### src/rtl/be_native_arbiter_pkg.sv
// Shared definitions for the native back-end arbiter: FSM encodings and the
// round-robin pointer helper.
package be_native_arbiter_pkg;

    localparam logic [0:0] ARB_IDLE  = 1'b0;
    localparam logic [0:0] ARB_GRANT = 1'b1;

    // Next round-robin slot after idx, wrapping at n.
    function automatic int rr_next(input int idx, input int n);
        return (idx + 1 >= n) ? 0 : idx + 1;
    endfunction

endpackage

### src/rtl/be_native_arbiter_rr_prio_enc.sv
// Circular priority encoder: returns the first asserted request at or after
// ptr, wrapping around, plus a found flag.
module rr_prio_enc #(
    parameter int N    = 2,
    parameter int ID_W = (N > 1) ? $clog2(N) : 1
) (
    input  logic [N-1:0]    req,
    input  logic [ID_W-1:0] ptr,
    output logic [ID_W-1:0] idx,
    output logic            found
);

    int j;

    // Scan from the farthest slot back to ptr so the nearest hit is written last.
    always_comb begin
        idx   = '0;
        found = 1'b0;
        j     = 0;
        for (int k = N - 1; k >= 0; k--) begin
            j = int'(ptr) + k;
            if (j >= N) j = j - N;
            if (req[j]) begin
                idx   = ID_W'(j);
                found = 1'b1;
            end
        end
    end

endmodule

### src/rtl/be_native_arbiter.sv
// Round-robin arbiter sharing one native memory port between N_MASTERS
// requesters; grants are held for contiguous bursts, bounded by MAX_HOLD.
module be_native_arbiter
    import be_native_arbiter_pkg::*;
#(
    parameter int N_MASTERS = 2,
    parameter int ADDR_W    = 32,
    parameter int DATA_W    = 32,
    parameter int MAX_HOLD  = 8,
    localparam int NBYTES   = DATA_W / 8,
    localparam int ID_W     = $clog2(N_MASTERS)
) (
    input  logic                          clk,
    input  logic                          reset,
    input  logic [N_MASTERS-1:0]          m_valid,
    input  logic [N_MASTERS*ADDR_W-1:0]   m_addr,
    input  logic [N_MASTERS*DATA_W-1:0]   m_wdata,
    input  logic [N_MASTERS*NBYTES-1:0]   m_wstrb,
    output logic [DATA_W-1:0]             m_rdata,
    output logic [N_MASTERS-1:0]          m_ready,
    output logic                          mem_valid,
    output logic [ADDR_W-1:0]             mem_addr,
    output logic [DATA_W-1:0]             mem_wdata,
    output logic [NBYTES-1:0]             mem_wstrb,
    input  logic [DATA_W-1:0]             mem_rdata,
    input  logic                          mem_ready,
    output logic [ID_W-1:0]               grant_id,
    output logic                          busy
);

    localparam int HC_W = $clog2(MAX_HOLD + 1);
    localparam logic [HC_W-1:0] HOLD_MAX  = HC_W'(MAX_HOLD);
    localparam logic [HC_W-1:0] HOLD_LAST = HC_W'(MAX_HOLD - 1);

    logic [0:0]      state;
    logic [ID_W-1:0] owner;
    logic [ID_W-1:0] rr_ptr;
    logic [HC_W-1:0] hold_cnt;

    logic [ID_W-1:0] pick;
    logic            pick_found;
    logic            grant;
    logic            own_valid;
    logic            xfer;
    logic            others_req;
    logic            yield;

    logic [N_MASTERS-1:0]             owner_oh;
    logic [N_MASTERS-1:0][ADDR_W-1:0] addr_v;
    logic [N_MASTERS-1:0][DATA_W-1:0] wdata_v;
    logic [N_MASTERS-1:0][NBYTES-1:0] wstrb_v;

    for (genvar g = 0; g < N_MASTERS; g++) begin : g_master
        assign addr_v[g]   = m_addr[g*ADDR_W +: ADDR_W];
        assign wdata_v[g]  = m_wdata[g*DATA_W +: DATA_W];
        assign wstrb_v[g]  = m_wstrb[g*NBYTES +: NBYTES];
        assign owner_oh[g] = (owner == ID_W'(g));
    end

    rr_prio_enc #(
        .N    (N_MASTERS),
        .ID_W (ID_W)
    ) u_enc (
        .req   (m_valid),
        .ptr   (rr_ptr),
        .idx   (pick),
        .found (pick_found)
    );

    assign grant      = (state == ARB_GRANT);
    assign own_valid  = m_valid[owner];
    assign others_req = |(m_valid & ~owner_oh);
    assign xfer       = mem_valid & mem_ready;
    // Yield only on the beat that completes the hold window, never mid-transfer.
    assign yield      = xfer && (hold_cnt == HOLD_LAST) && others_req;

    assign mem_valid = grant & own_valid;
    assign mem_addr  = grant ? addr_v[owner]  : '0;
    assign mem_wdata = grant ? wdata_v[owner] : '0;
    assign mem_wstrb = grant ? wstrb_v[owner] : '0;
    assign m_ready   = (grant & mem_ready) ? owner_oh : '0;
    assign m_rdata   = mem_rdata;
    assign grant_id  = owner;
    assign busy      = grant;

    always_ff @(posedge clk) begin
        if (reset) begin
            state    <= ARB_IDLE;
            owner    <= '0;
            rr_ptr   <= '0;
            hold_cnt <= '0;
        end else if (state == ARB_IDLE) begin
            if (pick_found) begin
                owner    <= pick;
                rr_ptr   <= ID_W'(rr_next(int'(pick), N_MASTERS));
                hold_cnt <= '0;
                state    <= ARB_GRANT;
            end
        end else begin
            if (xfer && (hold_cnt != HOLD_MAX)) hold_cnt <= hold_cnt + HC_W'(1);
            if (!own_valid || yield) state <= ARB_IDLE;
        end
    end

endmodule
### config.mk
export PLATFORM = sky130hd
export DESIGN_NAME = be_native_arbiter
export DESIGN_NICKNAME = d
export VERILOG_FILES = /design/src/rtl/be_native_arbiter_pkg.sv /design/src/rtl/be_native_arbiter_rr_prio_enc.sv /design/src/rtl/be_native_arbiter.sv
export SDC_FILE = /design/constraint.sdc
export NUM_CORES = 1
export LEC_CHECK = 0
export CAP_MARGIN = 20
export CORE_AREA = 2 2 106 108
export CTS_CLUSTER_SIZE = 16
export DETAILED_ROUTE_END_ITERATION = 12
export DIE_AREA = 0 0 108 110
export HOLD_SLACK_MARGIN = 0.1
export SLEW_MARGIN = 20
export SYNTH_ARGS = -nofsm -noshare
export SYNTH_HDL_FRONTEND = slang
export SYNTH_SLANG_ARGS = --single-unit
### constraint.sdc
create_clock -name clk -period 3.5 [get_ports clk]
set_clock_uncertainty 0.05 [all_clocks]
set_input_delay 0.7 -clock clk [delete_from_list [all_inputs] [get_ports clk]]
set_output_delay 0.7 -clock clk [all_outputs]
set_load 0.01 [all_outputs]
==> impl_results.md <==
* Worst r2r src: grant_id
* Critical Path Sink Type: output port
* H-tree Lvls at 1
* Max Clk Rate at 339 MHz
* # diodes at 0
* TritonCTS Buffers at 3
* Area of the die at 11,900 µm²
* Max-Cap Viols at 0
* First-pass DRT Iterations at 4
* Core area at 10,700 µm²
* Yosys top cell area share at 41.1%
* Cells after synthesis at 233
* Biggest area contributors in the synthesized netlist: mux2i_1 41%, nor2_1 16%, buf_4 14%
* Vias in the first global route at 2,141
* Post-CTS setup buffers at 0
* CP Max Fanout at 6
* Clock tree buffer depth at 2
* Worst slew pin tran at 0.452 ns
* Pleak at 1.34 nW
* Congestion Overflow GR at 0
* Total number of yosys warnings at 0
* Nets@finish at 583
* Max-slew violations at 0
* Ratio of cells with drive above 1 in the final layout at 3.44%
* CTS tree: built
* Hold_buf cts at 0
* Count of cell types in the netlist at 32
* RSZ-0062 raised after global routing: no
* Number of antenna violations at the first check in global routing at 0
* GR Util All Layers at 11.6%
* Status: finished clean
* Tmin final at 2.95 ns
* Reg-to-Reg End: hold_cnt[2]
* Max-Slew Margin vs Limit at 69.8%
* # setup viols final at 0
* Die height at 110 µm
* Drt total wl at 8.17 mm
* IO buf count at 213
* Area after DPL at 3730 µm²
* Worst hold path type: flip-flop to flip-flop
* Flop-to-flop setup slack at 1.82 ns
* # DRC at 0
* Latest clock arrival within the worst-skew pair at 0.22 ns
* Crit path DAT at 2.20 ns
* Initial Util at 15.7%
* Clk sinks at 7
* Floorplan row count at 38
* Final hold vios at 0
* WP data required at 2.75 ns
* Area grow syn2layout at 125%
* Cell area power density at 178 nW/µm²
* VDD IR max at 0.253 mV
* Synthesis-stage register bit count at 7
* DP HPWL at 6.85 mm
* Vias per cell at 4.13
* Clock transition at path regs at 0.04 ns
* Die width at 108 µm
* Syn avg cell area at 7.21 µm²
* GP Congestion at 0.715
* Post-route setup TNS at 0 ns
* Final instance area at 3780 µm²
* Sequential area share after synthesis at 8.34%
* Routed WL per cell at 14.9 µm
* DR iter-0 viols at 84
* Crit share post-route at 84.3%
* Netlist Area Pre-Place at 1680 µm²
* First-pass GRT wire length at 10.9 mm
* Ports at 278
* CP startpoint kind: input pin
* Vias post-DR at 2,259
* DRT antenna net count at 0
* End of the critical path: mem_valid
* Syn nets at 408
* CP Class: input pin to output port
* Layout fillers at 1,137
* Cts repair resizes at 0
* Largest area contributor in the synthesized netlist: mux2i_1
* Largest net degree at the start of global routing at 45
* Critical path origin: m_valid[0]
* Worst r2r path cells at 4
* Worst Hold Slack at 0.413 ns
* CTS Root Cell: clkbuf_8
[worst max-delay path, stage by stage]
cell and delay (ns):
clkdlybuf4s50_1 0.50, mux2_4 0.33, and2_2 0.19, clkdlybuf4s50_1 0.47
[worst min path at each step]
| stage | startpoint | endpoint | slack [ns] | depth (start not counted) |
|---|---|---|---|---|
| floorplan | rr_ptr | rr_ptr | 0.38 | 1 |
| finish | rr_ptr | rr_ptr | 0.41 | 1 |
| CTS | rr_ptr | rr_ptr | 0.42 | 1 |
| global route | rr_ptr | rr_ptr | 0.43 | 1 |
| global placement | rr_ptr | rr_ptr | 0.40 | 1 |
| detailed placement | rr_ptr | rr_ptr | 0.41 | 1 |
[per-layer routing]
layer	share of wire [%]	wire length, µm	vias up	global-route usage [%]
met5	0	0	-	0
met4	0.48	39	0	1.65
met3	13	1050	8	3.94
met2	51	4170	142	21.9
met1	36	2920	1008	12.8
li1	-	-	1101	-
[cells in the mapped netlist (all sizes together)]
library cell and count:
nand4 1, inv 4, mux2i 69, nand3 5
and3 1, nor2 71, and2 2, o21bai 1
buf 43, a211o 1, dfxtp 7, o21ai 2
a311oi 1, or3b 1, nand2b 1, ha 2
nor2b 1, mux2 1, a31oi 1, clkbuf 5
nand3b 2, or2 1, a21oi 4, a21o 1
and4b 1, a211oi 1, nand2 3
[logic make-up (layout without fill, tap and decap cells)]
group	after synthesis	in the layout	share of synthesized area, %
fa+ha+maj	2	2	1.49
mux	70	70	42.0
buf+inv	52	226	20.0
simple gates	90	90	23.6
flops	7	7	8.34
compound gates	12	12	4.54
[flip-flops by register name, summed over array words and instances (netlist names)]
signal	count
busy	1
hold_cnt	4
grant_id	1
rr_ptr	1
[where the power goes]
group | total (mW) | switching (mW) | internal (mW)
logic | 0.467 | 0.167 | 0.300
clock network | 0.113 | 0.0338 | 0.0787
registers | 0.0939 | 0.0104 | 0.0834
total | 0.673 | 0.211 | 0.463
[cell usage in the layout (no fill, tap or decap)]
cell	n
clkdlybuf4s50_1	213
nor2_1	71
mux2i_1	69
dfxtp_1	6
nand3_1	5
a21oi_1	4
inv_1	3
nand2_1	3
clkbuf_8	3
buf_4	3
nand3b_1	2
o21ai_0	2
ha_1	2
buf_12	2
inv_2	1
and3_1	1
mux2_4	1
and2_2	1
nand4_4	1
o21bai_1	1
or3b_1	1
a31oi_1	1
and4b_1	1
a211o_1	1
a311oi_1	1
nor2b_1	1
a211oi_1	1
or2_2	1
a21o_1	1
and2_1	1
nand2b_1	1
clkbuf_1	1
dfxtp_4	1
[per-stage QoR]
step | utilization [%] | total power, mW | instances | worst slack, ns
finish | 35.3 | 0.673 | 547 | 0.549
global route | 35.3 | 0.720 | 547 | 0.511
CTS | 35.3 | 0.686 | 547 | 0.540
detailed placement | 34.9 | 0.566 | 543 | 0.542
global placement | 34.9 | 0.563 | 543 | 0.566
floorplan | - | 0.298 | 233 | 1.57
[area by class of cell]
type	count	area [µm²]	area share [%]
well taps	140	175	4.64
flip-flops and latches	7	144	3.81
repair buffers	218	2190	58.1
multi-input cells	174	1200	31.9
clock buffers	4	45.0	1.19
inverters	4	15.0	0.397
(Power assumes the default switching activity.)
